<file path="src/rtl/program_loader_if.sv">
// Byte-stream receive handshake and instruction-memory write port of the program loader.
// master = loader side, slave = byte source / instruction memory side.
interface program_loader_if #(
  parameter int unsigned ADDR_W = 10
);
  logic [7:0]        rx_data;
  logic              rx_valid;
  logic              rx_ready;
  logic              mem_we;
  logic [ADDR_W-1:0] mem_addr;
  logic [31:0]       mem_wdata;

  modport master (
    input  rx_data, rx_valid,
    output rx_ready, mem_we, mem_addr, mem_wdata
  );

  modport slave (
    output rx_data, rx_valid,
    input  rx_ready, mem_we, mem_addr, mem_wdata
  );
endinterface

</file>
<file path="src/rtl/program_loader.sv">
// Loads a length-prefixed little-endian byte stream into instruction memory, then starts the core.
// Optional trailing XOR checksum byte: define PROGRAM_LOADER_CHECKSUM_EN.
module program_loader #(
  parameter int unsigned ADDR_W         = 10,
  parameter int unsigned MAX_WORDS      = 1024,
  parameter int unsigned TIMEOUT_CYCLES = 1000000
) (
  input  logic                clk_i,
  input  logic                rst_ni,
  program_loader_if.master    ldr_io,
  output logic                proc_hold_o,
  output logic                start_o,
  input  logic                f_done_i,
  output logic                busy_o,
  output logic                load_err_o,
  output logic [ADDR_W:0]     words_loaded_o
);

  localparam int unsigned CntW = ADDR_W + 1;

  typedef enum logic [2:0] {
    StLen0, StLen1, StData, StWrite, StStart, StRun, StErr, StChk
  } state_e;

  state_e            state_q, state_d;
  logic [15:0]       len_q, len_d;
  logic [1:0]        byte_idx_q, byte_idx_d;
  logic [ADDR_W-1:0] word_idx_q, word_idx_d;
  logic [31:0]       word_q, word_d;
  logic [7:0]        csum_q, csum_d;
  logic [ADDR_W-1:0] mem_addr_q, mem_addr_d;
  logic [31:0]       mem_wdata_q, mem_wdata_d;
  logic [ADDR_W:0]   words_loaded_q, words_loaded_d;
  logic              load_err_q, load_err_d;
  logic [31:0]       tmo_q, tmo_d;

  logic        rx_ready;
  logic        proc_hold;
  logic        start;
  logic        timed_out;
  logic        last_word;
  logic [15:0] len_full;

  always_comb begin
    state_d        = state_q;
    len_d          = len_q;
    byte_idx_d     = byte_idx_q;
    word_idx_d     = word_idx_q;
    word_d         = word_q;
    csum_d         = csum_q;
    mem_addr_d     = mem_addr_q;
    mem_wdata_d    = mem_wdata_q;
    words_loaded_d = words_loaded_q;
    load_err_d     = load_err_q;
    tmo_d          = '0;
    rx_ready       = 1'b0;
    proc_hold      = 1'b1;
    start          = 1'b0;
    timed_out      = (TIMEOUT_CYCLES != 0) && (tmo_q == TIMEOUT_CYCLES);
    last_word      = (32'(word_idx_q) + 32'd1) == 32'(len_q);
    len_full       = {ldr_io.rx_data, len_q[7:0]};

    unique case (state_q)
      StLen0: begin
        rx_ready  = 1'b1;
        proc_hold = 1'b0;
        if (ldr_io.rx_valid) begin
          len_d[7:0]     = ldr_io.rx_data;
          words_loaded_d = '0;
          state_d        = StLen1;
        end
      end
      StLen1: begin
        // Ready drops on the timeout cycle so no byte is swallowed by the abort.
        rx_ready = !timed_out;
        tmo_d    = tmo_q + 32'd1;
        if (timed_out) begin
          state_d = StErr;
        end else if (ldr_io.rx_valid) begin
          tmo_d       = '0;
          len_d[15:8] = ldr_io.rx_data;
          if ((len_full == 16'd0) || (32'(len_full) > MAX_WORDS)) begin
            state_d = StErr;
          end else begin
            word_idx_d = '0;
            byte_idx_d = '0;
            csum_d     = '0;
            state_d    = StData;
          end
        end
      end
      StData: begin
        rx_ready = !timed_out;
        tmo_d    = tmo_q + 32'd1;
        if (timed_out) begin
          state_d = StErr;
        end else if (ldr_io.rx_valid) begin
          tmo_d                        = '0;
          csum_d                       = csum_q ^ ldr_io.rx_data;
          word_d[{byte_idx_q, 3'b000} +: 8] = ldr_io.rx_data;
          byte_idx_d                   = byte_idx_q + 2'd1;
          if (byte_idx_q == 2'd3) begin
            mem_wdata_d = {ldr_io.rx_data, word_q[23:0]};
            mem_addr_d  = word_idx_q;
            state_d     = StWrite;
          end
        end
      end
      StWrite: begin
        words_loaded_d = CntW'(word_idx_q) + CntW'(1);
        if (last_word) begin
`ifdef PROGRAM_LOADER_CHECKSUM_EN
          state_d = StChk;
`else
          state_d = StStart;
`endif
        end else begin
          word_idx_d = word_idx_q + ADDR_W'(1);
          state_d    = StData;
        end
      end
`ifdef PROGRAM_LOADER_CHECKSUM_EN
      StChk: begin
        rx_ready = !timed_out;
        tmo_d    = tmo_q + 32'd1;
        if (timed_out) begin
          state_d = StErr;
        end else if (ldr_io.rx_valid) begin
          tmo_d   = '0;
          state_d = (ldr_io.rx_data == csum_q) ? StStart : StErr;
        end
      end
`endif
      StStart: begin
        proc_hold = 1'b0;
        start     = 1'b1;
        state_d   = StRun;
      end
      StRun: begin
        proc_hold = 1'b0;
        if (f_done_i) state_d = StLen0;
      end
      StErr: begin
        state_d = StLen0;
      end
      default: begin
        state_d = StLen0;
      end
    endcase

    // Error flag is visible during the error cycle and cleared as the start pulse goes out.
    if (state_d == StErr) begin
      load_err_d = 1'b1;
    end else if (state_d == StStart) begin
      load_err_d = 1'b0;
    end
  end

  always_ff @(posedge clk_i) begin
    if (!rst_ni) begin
      state_q        <= StLen0;
      len_q          <= '0;
      byte_idx_q     <= '0;
      word_idx_q     <= '0;
      word_q         <= '0;
      csum_q         <= '0;
      mem_addr_q     <= '0;
      mem_wdata_q    <= '0;
      words_loaded_q <= '0;
      load_err_q     <= 1'b0;
      tmo_q          <= '0;
    end else begin
      state_q        <= state_d;
      len_q          <= len_d;
      byte_idx_q     <= byte_idx_d;
      word_idx_q     <= word_idx_d;
      word_q         <= word_d;
      csum_q         <= csum_d;
      mem_addr_q     <= mem_addr_d;
      mem_wdata_q    <= mem_wdata_d;
      words_loaded_q <= words_loaded_d;
      load_err_q     <= load_err_d;
      tmo_q          <= tmo_d;
    end
  end

  assign ldr_io.rx_ready  = rx_ready;
  assign ldr_io.mem_we    = (state_q == StWrite);
  assign ldr_io.mem_addr  = mem_addr_q;
  assign ldr_io.mem_wdata = mem_wdata_q;
  assign proc_hold_o      = proc_hold;
  assign start_o          = start;
  assign busy_o           = (state_q != StLen0);
  assign load_err_o       = load_err_q;
  assign words_loaded_o   = words_loaded_q;

endmodule

</file>
<file path="src/flat_wrapper.sv">
// flat-port wrapper written by rule: the top's interface ports become plain ports
module program_loader_flat 
#(
  parameter int unsigned ADDR_W         = 10,
  parameter int unsigned MAX_WORDS      = 1024,
  parameter int unsigned TIMEOUT_CYCLES = 1000000
)
  (clk_i, rst_ni, proc_hold_o, start_o, f_done_i, busy_o, load_err_o, words_loaded_o, ldr_io_rx_data, ldr_io_rx_valid, ldr_io_rx_ready, ldr_io_mem_we, ldr_io_mem_addr, ldr_io_mem_wdata);
  program_loader_if #(.ADDR_W(ADDR_W)) ldr_io_i ();
  input  logic clk_i;
  input  logic rst_ni;
  output logic proc_hold_o;
  output logic start_o;
  input  logic f_done_i;
  output logic busy_o;
  output logic load_err_o;
  output logic [ADDR_W:0] words_loaded_o;
  input wire logic [$bits(ldr_io_i.rx_data)-1:0] ldr_io_rx_data;
  input wire logic [$bits(ldr_io_i.rx_valid)-1:0] ldr_io_rx_valid;
  output wire logic [$bits(ldr_io_i.rx_ready)-1:0] ldr_io_rx_ready;
  output wire logic [$bits(ldr_io_i.mem_we)-1:0] ldr_io_mem_we;
  output wire logic [$bits(ldr_io_i.mem_addr)-1:0] ldr_io_mem_addr;
  output wire logic [$bits(ldr_io_i.mem_wdata)-1:0] ldr_io_mem_wdata;
  assign ldr_io_i.rx_data = ldr_io_rx_data;
  assign ldr_io_i.rx_valid = ldr_io_rx_valid;
  assign ldr_io_rx_ready = ldr_io_i.rx_ready;
  assign ldr_io_mem_we = ldr_io_i.mem_we;
  assign ldr_io_mem_addr = ldr_io_i.mem_addr;
  assign ldr_io_mem_wdata = ldr_io_i.mem_wdata;
  program_loader #(.ADDR_W(ADDR_W), .MAX_WORDS(MAX_WORDS), .TIMEOUT_CYCLES(TIMEOUT_CYCLES)) u_core (.clk_i(clk_i), .rst_ni(rst_ni), .ldr_io(ldr_io_i), .proc_hold_o(proc_hold_o), .start_o(start_o), .f_done_i(f_done_i), .busy_o(busy_o), .load_err_o(load_err_o), .words_loaded_o(words_loaded_o));
endmodule
</file>
<file path="config.mk">
export PLATFORM = sky130hd
export DESIGN_NAME = program_loader_flat
export DESIGN_NICKNAME = d
export VERILOG_FILES = /design/src/rtl/program_loader_if.sv /design/src/rtl/program_loader.sv /design/src/flat_wrapper.sv
export SDC_FILE = /design/constraint.sdc
export NUM_CORES = 1
export LEC_CHECK = 0
export ABC_CLOCK_PERIOD_IN_PS = 2670
export BUFFER_PORTS_ARGS = -buffer_cell sky130_fd_sc_hd__buf_4
export CAP_MARGIN = 20
export CORE_MARGIN = 5
export CORE_UTILIZATION = 57
export DETAILED_ROUTE_END_ITERATION = 10
export PLACE_DENSITY_LB_ADDON = 0.2
export SYNTH_ARGS = -nofsm -noshare
export SYNTH_HDL_FRONTEND = slang
export SYNTH_SLANG_ARGS = --single-unit
</file>
<file path="constraint.sdc">
create_clock -name clk_i -period 2.67 [get_ports clk_i]
set_input_delay 0.267 -clock clk_i [delete_from_list [all_inputs] [get_ports clk_i]]
set_output_delay 0.267 -clock clk_i [all_outputs]
set_load 0.02 [all_outputs]
</file>
---- After elaboration in Yosys (flattened, before gate mapping) ----
Cells that the tools add are included.
Widths: inputs -> output; s select.
word-level totals
  bits in registers ....................... 149
  bits in latches ......................... 0
  RAM bits ................................ 0
  bits in read-only memories .............. 0
  input bits .............................. 12
  output and inout port bits .............. 59
  logic and storage cells ................. 88
  memories kept ........................... 0
cells by class
  add/subtract/negate cells ............... 6
  multiply operators ...................... 0
  div/mod/pow operators ................... 0
  $lt $le $gt $ge ......................... 1
  equality and inequality tests ........... 17
  shifts and indexed selects .............. 2
  muxes and demuxes ....................... 31
  bitwise operators ....................... 1
  reductions and logical operators ........ 19
operators by type and width
  cell                    number
  $mux 32                 2
  $mux 10                 4
  $add 32x1->32 const B   1
  $bwmux 32               1
  $eq 32x16->1            1
  $eq 32x20->1 const B    1
  $shift 8x7->32 const A  1
  $shiftx 8x7->32         1
  $mux 3                  9
  $add 10x1->11 const B   2
  $pmux 11 s2             1
  $pmux 10 s2             1
  $pmux 3 s6              1
  $gt 16x11->1 const B    1
  $logic_not 16->1        1
  $ne 2x2->1 const B      7
  $eq 3x3->1 const B      4
  $mux 11                 1
  $add 10x1->10 const B   1
  $mux 2                  5
  $reduce_bool 2->1       4
  $neg 5->7               1
  $eq 3x2->1 const B      2
  $reduce_and 2->1        3
  other kinds (17)        21

---- Depth between registers and ports, before layout ----
Gate-level depths: netlist of the first run.
  depth in word-level cells ............... 9
  gate-level depth with buffers ........... 12
  depth with buffers taken out ............ 9

---- Least setup slack after synthesis of the first run ----
Ideal clock, no wire load.
  kind .................................... reg2reg
  from .................................... reg u_core.word_idx_q[1]
  to ...................................... reg u_core.word_idx_q[0]
  library setup time ...................... 0.122 ns
  arrival time ............................ 2.197 ns
  data required time ...................... 2.548 ns
  path slack .............................. 0.351 ns
  stages on the path, launching flop included .. 10
  buffers on the path ..................... 2
  period minus slack after synthesis ...... 2.319 ns
  path through ............................ dfxtp_1 > ha_1 > and3_1 > buf_4 > and2_4 > xnor2_1 > a2111oi_4 > nand4_2 > buf_6 > a311o_1
between the ends
  cells in the longest elaborated chain, start to end .. 4
ends and longest elaborated chain
  element                     RTL line               text
  from (decl)                 program_loader.sv:28   logic [ADDR_W-1:0] word_idx_q, word_idx_d;
  from (signal assigned)      program_loader.sv:176  word_idx_q <= word_idx_d;
  $add 10x1->11               program_loader.sv:60   last_word = (32'(word_idx_q) + 32'd1) == 32'(len_q);
  $eq 32x16->1                program_loader.sv:60
  $ne 2x2->1 (no line)        -
  $reduce_and 5->1 (no line)  -
No other way between the ends.
A chain may end at the register's enable or synchronous reset.

---- Worst setup path in the final report of the first run ----
  from .................................... reg u_core.word_idx_q[1]
  to ...................................... reg u_core.word_idx_q[1]
between the ends
  cells in the longest elaborated chain, start to end .. 4
  elaborated cells on any way between the ends .. 7
  classes of those cells .................. add/sub (2); eq/ne (2); mux (2); reduce/logical (1)
ends and longest elaborated chain
  element                     RTL line
  $add 10x1->11               program_loader.sv:60
  $eq 32x16->1                program_loader.sv:60
  $ne 2x2->1 (no line)        -
  $reduce_and 5->1 (no line)  -
Several ways; a longest one is shown, not always the timed one. The select of a mux whose other input is x is not followed.

==> results of run 1 <==
==> cells in the mapped netlist, drive strengths merged (2+ instances only) <==
| master | count | area share, % |
|---|---|---|
| nor4b | 4 | 0.56 |
| a21oi | 87 | 6.9 |
| a31oi | 7 | 0.70 |
| nor3b | 5 | 0.60 |
| nand2 | 170 | 10 |
| nor2 | 77 | 4.6 |
| buf | 17 | 1.6 |
| o311a | 2 | 0.32 |
| dfxtp | 141 | 45 |
| clkbuf | 31 | 1.8 |
| o31ai | 4 | 0.48 |
| a31o | 5 | 0.70 |
| nand4 | 11 | 1.3 |
| nor2b | 7 | 0.70 |
| or2 | 5 | 0.50 |
| ha | 8 | 1.6 |
| xnor2 | 22 | 3.1 |
| nor4 | 7 | 1.0 |
| nand2b | 6 | 0.60 |
| mux2i | 11 | 1.7 |
| a211o | 4 | 0.56 |
| a311o | 2 | 0.32 |
| a2111oi | 2 | 0.68 |
| and4 | 7 | 1.0 |
| xor2 | 19 | 2.6 |
| o22a | 2 | 0.28 |
| inv | 17 | 1.0 |
| nor3 | 14 | 1.1 |
| a211oi | 3 | 0.36 |
| o311ai | 2 | 0.28 |
| o21ai | 4 | 0.32 |
| and2 | 7 | 0.74 |
| and3 | 9 | 0.97 |
| a41o | 2 | 0.32 |
| nand3 | 50 | 4.0 |
==> sequential cells by signal (all words and copies together), names as in the netlist <==
signal and count:
u_core.len_q 16, u_core.word_idx_q 10, u_core.state_q 3, u_core.word_q 24, u_core.ldr_io.mem_wdata 32, u_core.ldr_io.mem_addr 10
u_core.byte_idx_q 2, u_core.words_loaded_o 11, u_core.load_err_o 1, u_core.tmo_q 32
==> worst register-to-register path, cell delays in order (launching register included) <==
cell       delay (ns)
dfxtp_1          0.34
ha_1             0.29
and3_1           0.34
and2_4           0.19
xnor2_1          0.09
a2111oi_4        0.46
nand4_4          0.20
and3_4           0.26
a22o_1           0.23
==> power groups by stage <==
| stage | sequential [W] | clock (W) | combinational, W |
|---|---|---|---|
| after floorplan | 0.00220 | 0 | 0.000217 |
| after global placement | 0.00221 | 0 | 0.000313 |
| after detailed placement | 0.00221 | 0 | 0.000318 |
| after CTS | 0.00217 | 0.00248 | 0.000322 |
| after global routing | 0.00217 | 0.00258 | 0.000355 |
| final | 0.00217 | 0.00245 | 0.000325 |
==> cell type report <==
cell class | instances | area (um2)
clock buffer | 24 | 480
clock inverter | 6 | 133
fill | 860 | 3230
inverter | 17 | 63.8
multi-input combinational | 577 | 3200
sequential | 141 | 2830
tap | 140 | 175
timing repair buffer | 94 | 731
==> logic make-up (layout without fill, tap and decap cells) <==
| logic type | Yosys count | after routing | synth area share (%) |
|---|---|---|---|
| simple gates | 380 | 380 | 28.0 |
| buf+inv | 65 | 141 | 4.45 |
| compound gates | 135 | 135 | 13.4 |
| mux | 12 | 12 | 1.93 |
| xor+xnor | 41 | 41 | 5.70 |
| fa+ha+maj | 9 | 9 | 1.75 |
| flops | 141 | 141 | 44.8 |
==> repair_timing <==
item | in CTS | in global routing
hold buffers | 0 | 0
resized for setup | 0 | 5
setup endpoints to repair | 0 | 8
==> layer usage <==
layer | wire [um] | vias up
met5 | 0 | -
met2 | 7910 | 197
met1 | 6850 | 2660
met3 | 954 | 32
met4 | 354 | 0
li1 | - | 2793
==> through the flow <==
stage,area [um2],total power [W],hold WS [ns]
detailed placement,6990,0.00253,0.445
global placement,6990,0.00253,0.442
global route,7610,0.00511,0.0307
finish,7610,0.00494,0.0465
floorplan,6300,0.00242,0.403
CTS,7600,0.00497,0.0250
==> path summary, 6_finish.rpt <==
kind                            endpoint  slack [ns]  depth (start not counted)
min reg2reg  u_core.ldr_io.mem_wdata[19]        0.45                          2
max                 u_core.word_idx_q[1]        0.16                          8
max reg2reg         u_core.word_idx_q[1]        0.16                          8
min                    u_core.state_q[0]        0.05                          3
==> key figures, run 1 <==
Status
  – Status: finished clean

Detailed routing
  – WL/cell: between 15 and 20 um
  – Total detailed-routing wirelength: 16.1 mm
  – DR vias/cell: 5.69
  – Detailed Routing Iterations Pass 1: 5
  – DRT antenna net count: 0
  – # DRC: 0
  – DRT iter0 DRCs: roughly 480
  – DR vias: between 5000 and 6000

Timing
  – Final setup viols: 0
  – Crit path time final: 2.51 ns
  – Final max-slew violation count: 0
  – RSZ-0062 raised after global routing: no
  – Relative slew slack: between 50% and 60%
  – Clock Skew: slightly above 0.008 ns
  – Slew @ Worst Pin: between 0.7 and 0.8 ns
  – Final count of hold timing violations: 0
  – Max Clk Rate: ~400 MHz
  – Setup TNS: 0 ns
  – Final period util: between 90% and 100%
  – PnR worst setup slack: between 0.15 and 0.2 ns

Logic synthesis
  – Average size of a mapped cell: between 8 and 9 um2
  – Async SR Flop Fraction: 0%
  – Yosys warnings: 0
  – Flops & latches, synth: about 140
  – Syn Inst Count: between 700 and 800
  – Post-synth net total: approximately 800
  – Sequential fraction of the synthesis area: 44.8%
  – Top_reg_cell synth: dfxtp_1
  – Yosys cell types: 63
  – EDFF count, synth: 0
  – Mapped Area: roughly 6300 um2

Power
  – Psw: ~0.0011 W
  – Worst VDD drop: roughly 0.55 mV
  – Cell Int Power: approximately 0.0039 W
  – Power Density: ~650 nW/um2
  – Sw Ratio: between 20% and 30%
  – Combinational share of power: under 10%
  – LEAKAGE: 2.84 nW
  – Part of the power in registers: a little over two fifths
  – Clock Power Share: 49.6%

Placed design
  – DP HPWL: roughly 11 mm
  – IO buf count: 70
  – RePlAce Congestion: about 0.91
  – Placed cells: just under 1000
  – Pre-CTS WS: roughly 0.08 ns

Cells and area
  – Most common cell after layout, fill and taps aside: nand2_1
  – Syn-to-layout area delta: 20.9%
  – Fraction of layout cells with a size suffix above 1: between 15 and 20%
  – Antenna Cells: 0
  – Final design utilization: between 70 and 80%
  – Fin cells: about 1000
  – Fin nets: 868
  – Commonest non-fill, non-tap cells in the layout: nand2_1, dfxtp_1, buf_4

Worst setup path
  – Critical path type: flip-flop to flip-flop
  – Critical path arrival: between 2 and 3 ns
  – CP Launch Point: u_core.word_idx_q[1]
  – Critical path data required time: ~3.1 ns
  – Crit Path Max Fanout: 7
  – CP bufs+invs: 0
  – Top Family by Delay on Critical Path: simple AND/OR/NAND/NOR gates
  – Crit path cell chain: ha_1 > and3_1 > and2_4 > xnor2_1 > a2111oi_4 > nand4_4 > and3_4 > a22o_1
  – Worst reg2reg path startpoint: u_core.word_idx_q[1]
  – Nature of the critical path endpoint: flip-flop
  – Crit start category: flip-flop
  – Critical Path Slowest Stage Cell: a2111oi_4
  – Max incr delay on CP: 0.46 ns

Global routing
  – GRT Residual Overflow: 0
  – Vias in the first global route: 5485
  – First-pass GRT wire length: about 27 mm
  – Grt met3 use: about 6.3%
  – Initial antenna violation count: 0
  – GRT busiest layer: met2
  – Total track usage: around 25%
  – Grt met1 use: between 30% and 40%
  – Largest net degree at the start of global routing: 78
  – Met2 Usage GRT: around two fifths

Floorplan
  – Die height: between 100 and 150 um
  – # IOs: 71
  – Die W: between 100 and 150 um
  – Row cnt: 38
  – Initial Util: a little under 60%
  – Die Area: 13200 um2
  – Core Region: around 11000 um2

Clock tree
  – Htree depth: 4
  – Clk Latency, worst-skew pair: between 0.5 and 0.6 ns
  – TritonCTS Buffers: 17
  – Clk buf depth: 2
  – Clock sink count: 141
  – Root Buffer: clkbuf_8
  – CTS tree: done
  – Clock Pin Slew Worst Setup and Hold Paths: 0.06 ns
  – Postcts setup bufs: 0

Worst hold path
  – Hold_sp: rst_ni
  – Worst hold path type: input pin to flip-flop

Run
  – # Max-Cap Violations: 0
No activity file was read; power rests on OpenSTA's default activity.
==> run 2: changes to the inputs <==
--- a/config.mk
+++ b/config.mk
@@ -11,7 +11,7 @@
 export CORE_MARGIN = 5
 export CORE_UTILIZATION = 57
 export DETAILED_ROUTE_END_ITERATION = 10
-export PLACE_DENSITY_LB_ADDON = 0.2
+export PLACE_DENSITY_LB_ADDON = 0.1
 export SYNTH_ARGS = -nofsm -noshare
 export SYNTH_HDL_FRONTEND = slang
 export SYNTH_SLANG_ARGS = --single-unit
==> key figures, run 2 (synthesized netlist as in run 1, its figures left out) <==
Global routing
  – GRT Residual Overflow: 0
  – GRT busiest layer: met2
  – Vias in the first global route: 5371
  – Total track usage: about 25%
  – Initial antenna violation count: 0
  – Grt met1 use: about a third
  – Largest net degree at the start of global routing: 87
  – Met2 Usage GRT: around 42%
  – First-pass GRT wire length: roughly 26 mm
  – Grt met3 use: about 6.8%

Timing
  – Hold slack: just under 0.04 ns
  – Max Clk Rate: roughly 400 MHz
  – Final setup viols: 0
  – Setup TNS: 0 ns
  – Final period util: between 90% and 100%
  – RSZ-0062 raised after global routing: no
  – Final count of hold timing violations: 0
  – Crit path time final: between 2 and 2.5 ns
  – Clock Skew: approximately 0.006 ns
  – Relative slew slack: 43.8%
  – Slew @ Worst Pin: ~0.84 ns
  – Final max-slew violation count: 0

Clock tree
  – Root Buffer: clkbuf_8
  – CTS Hold Bufs: 0
  – Htree depth: 4
  – Clk Latency, worst-skew pair: ~0.53 ns
  – TritonCTS Buffers: 17
  – Clk buf depth: 2
  – Clock sink count: 141
  – Clock Pin Slew Worst Setup and Hold Paths: around 0.06 ns
  – CTS tree: done

Cells and area
  – Syn-to-layout area delta: 19.4%
  – Fin nets: approximately 860
  – Fraction of layout cells with a size suffix above 1: 16.4%
  – Antenna Cells: 0
  – Commonest non-fill, non-tap cells in the layout: nand2_1, dfxtp_1, buf_4
  – Most common cell after layout, fill and taps aside: nand2_1
  – Final design utilization: between 60 and 70%

Run
  – # Max-Cap Violations: 0

Worst setup path
  – Nature of the critical path endpoint: flip-flop
  – Top Family by Delay on Critical Path: simple AND/OR/NAND/NOR gates
  – Crit path cell chain: ha_1 > and3_2 > and2_4 > xnor2_1 > a2111oi_4 > nand4_4 > buf_4 > nand3_1 > o2bb2ai_1
  – Critical path arrival: a little under 3 ns
  – Crit start category: flip-flop
  – Crit Path Max Fanout: 7
  – Critical path data required time: 3.09 ns
  – Critical Path Slowest Stage Cell: a2111oi_4
  – Critical path type: flip-flop to flip-flop
  – CP bufs+invs: 1
  – Max incr delay on CP: approximately 0.47 ns

Floorplan
  – # IOs: a little over 70
  – Die Area: about 13000 um2
  – Die W: 115 um
  – Row cnt: 38
  – Die height: approximately 120 um
  – Initial Util: between 50% and 60%
  – Core Region: between 10000 and 15000 um2

Power
  – Clock Power Share: a little under half
  – Psw: 0.00117 W
  – Pwr Total: roughly 0.0047 W
  – Combinational share of power: between 6 and 7%
  – Sw Ratio: 24.6%
  – Part of the power in registers: between 40% and 50%
  – Cell Int Power: between 0.003 and 0.004 W
  – Worst VDD drop: between 0.5 and 0.6 mV
  – Power Density: around 630 nW/um2
  – LEAKAGE: 2.77 nW

Detailed routing
  – DR vias: between 5000 and 6000
  – Total detailed-routing wirelength: 16.0 mm
  – Detailed Routing Iterations Pass 1: 7
  – DRT antenna net count: 0
  – WL/cell: around 16 um
  – DRT iter0 DRCs: roughly 400
  – # DRC: 0
  – DR vias/cell: about 5.7

Worst hold path
  – Worst hold path type: input pin to flip-flop

Status
  – Status: finished clean

Placed design
  – IO buf count: 70
  – RePlAce Congestion: between 0.9 and 1
  – DP HPWL: 11.3 mm
## run 2: changes by cell type in the layout (fill, tap and decap cells not counted), moves of 2 or more
cell / previous run / this run
buf_4: 92 / 89
inv_6: 0 / 3
clkbuf_8: 5 / 1
bufinv_16: 4 / 2
clkinvlp_4: 1 / 6
clkbuf_1: 3 / 1
## run 2: per-layer routing
metal | up-vias | wire length, um | share of wire (%)
met5 | - | 0 | 0
met4 | 0 | 170 | 1.1
met3 | 20 | 901 | 5.6
met2 | 158 | 7880 | 49
met1 | 2705 | 7060 | 44
li1 | 2788 | - | -
## run 2: power groups by stage
stage	Clock [W]	Combinational (W)	Sequential (W)
floorplan	0	0.000217	0.00220
global placement	0	0.000306	0.00222
detailed placement	0	0.000311	0.00222
CTS	0.00229	0.000313	0.00217
global route	0.00239	0.000348	0.00217
finish	0.00225	0.000317	0.00217
## run 2: final timing paths
path	start	endpoint	slack, ns	depth (start not counted)
worst max-delay path	u_core.word_idx_q[0]	u_core.word_idx_q[3]	0.18	9
worst min-delay path	ldr_io_rx_data[5]	u_core.len_q[5]	0.04	3
worst max register to register	u_core.word_idx_q[0]	u_core.word_idx_q[3]	0.18	9
worst min register to register	u_core.word_q[19]	u_core.ldr_io.mem_wdata[19]	0.45	2
## run 2: area by class of cell
cell class	instances	area [um2]
Fill cell	913	3320
Multi-Input combinational cell	577	3210
Sequential cell	141	2830
Timing Repair Buffer	90	688
Clock buffer	18	418
Tap cell	140	175
Clock inverter	13	141
Inverter	17	63.8
## run 2: repair_timing
item / 4_1_cts / 5_1_grt
setup endpoints to repair: 0 / 9
setup buffers: 0 / 0
resized for setup: 0 / 6
## run 2: per-stage QoR
stage               instance area (um2)  std cells  setup WS, ns
CTS                                7500        996        0.0476
floorplan                          6300        783         0.351
global placement                   6940        965        0.0940
global route                       7520        996       0.00177
detailed placement                 6940        965        0.0546
finish                             7520        996         0.178
## run 2: worst reg2reg max path: cells and delay by family, from the launching register on
kind                     cells  cell delay (ns)
AND/OR/NAND/NOR              4             0.83
AO/OA/AOI/OAI                2             0.57
flip-flops                   1             0.32
adder cells (fa/ha/maj)      1             0.29
buffers and inverters        1             0.22
XOR/XNOR                     1             0.14
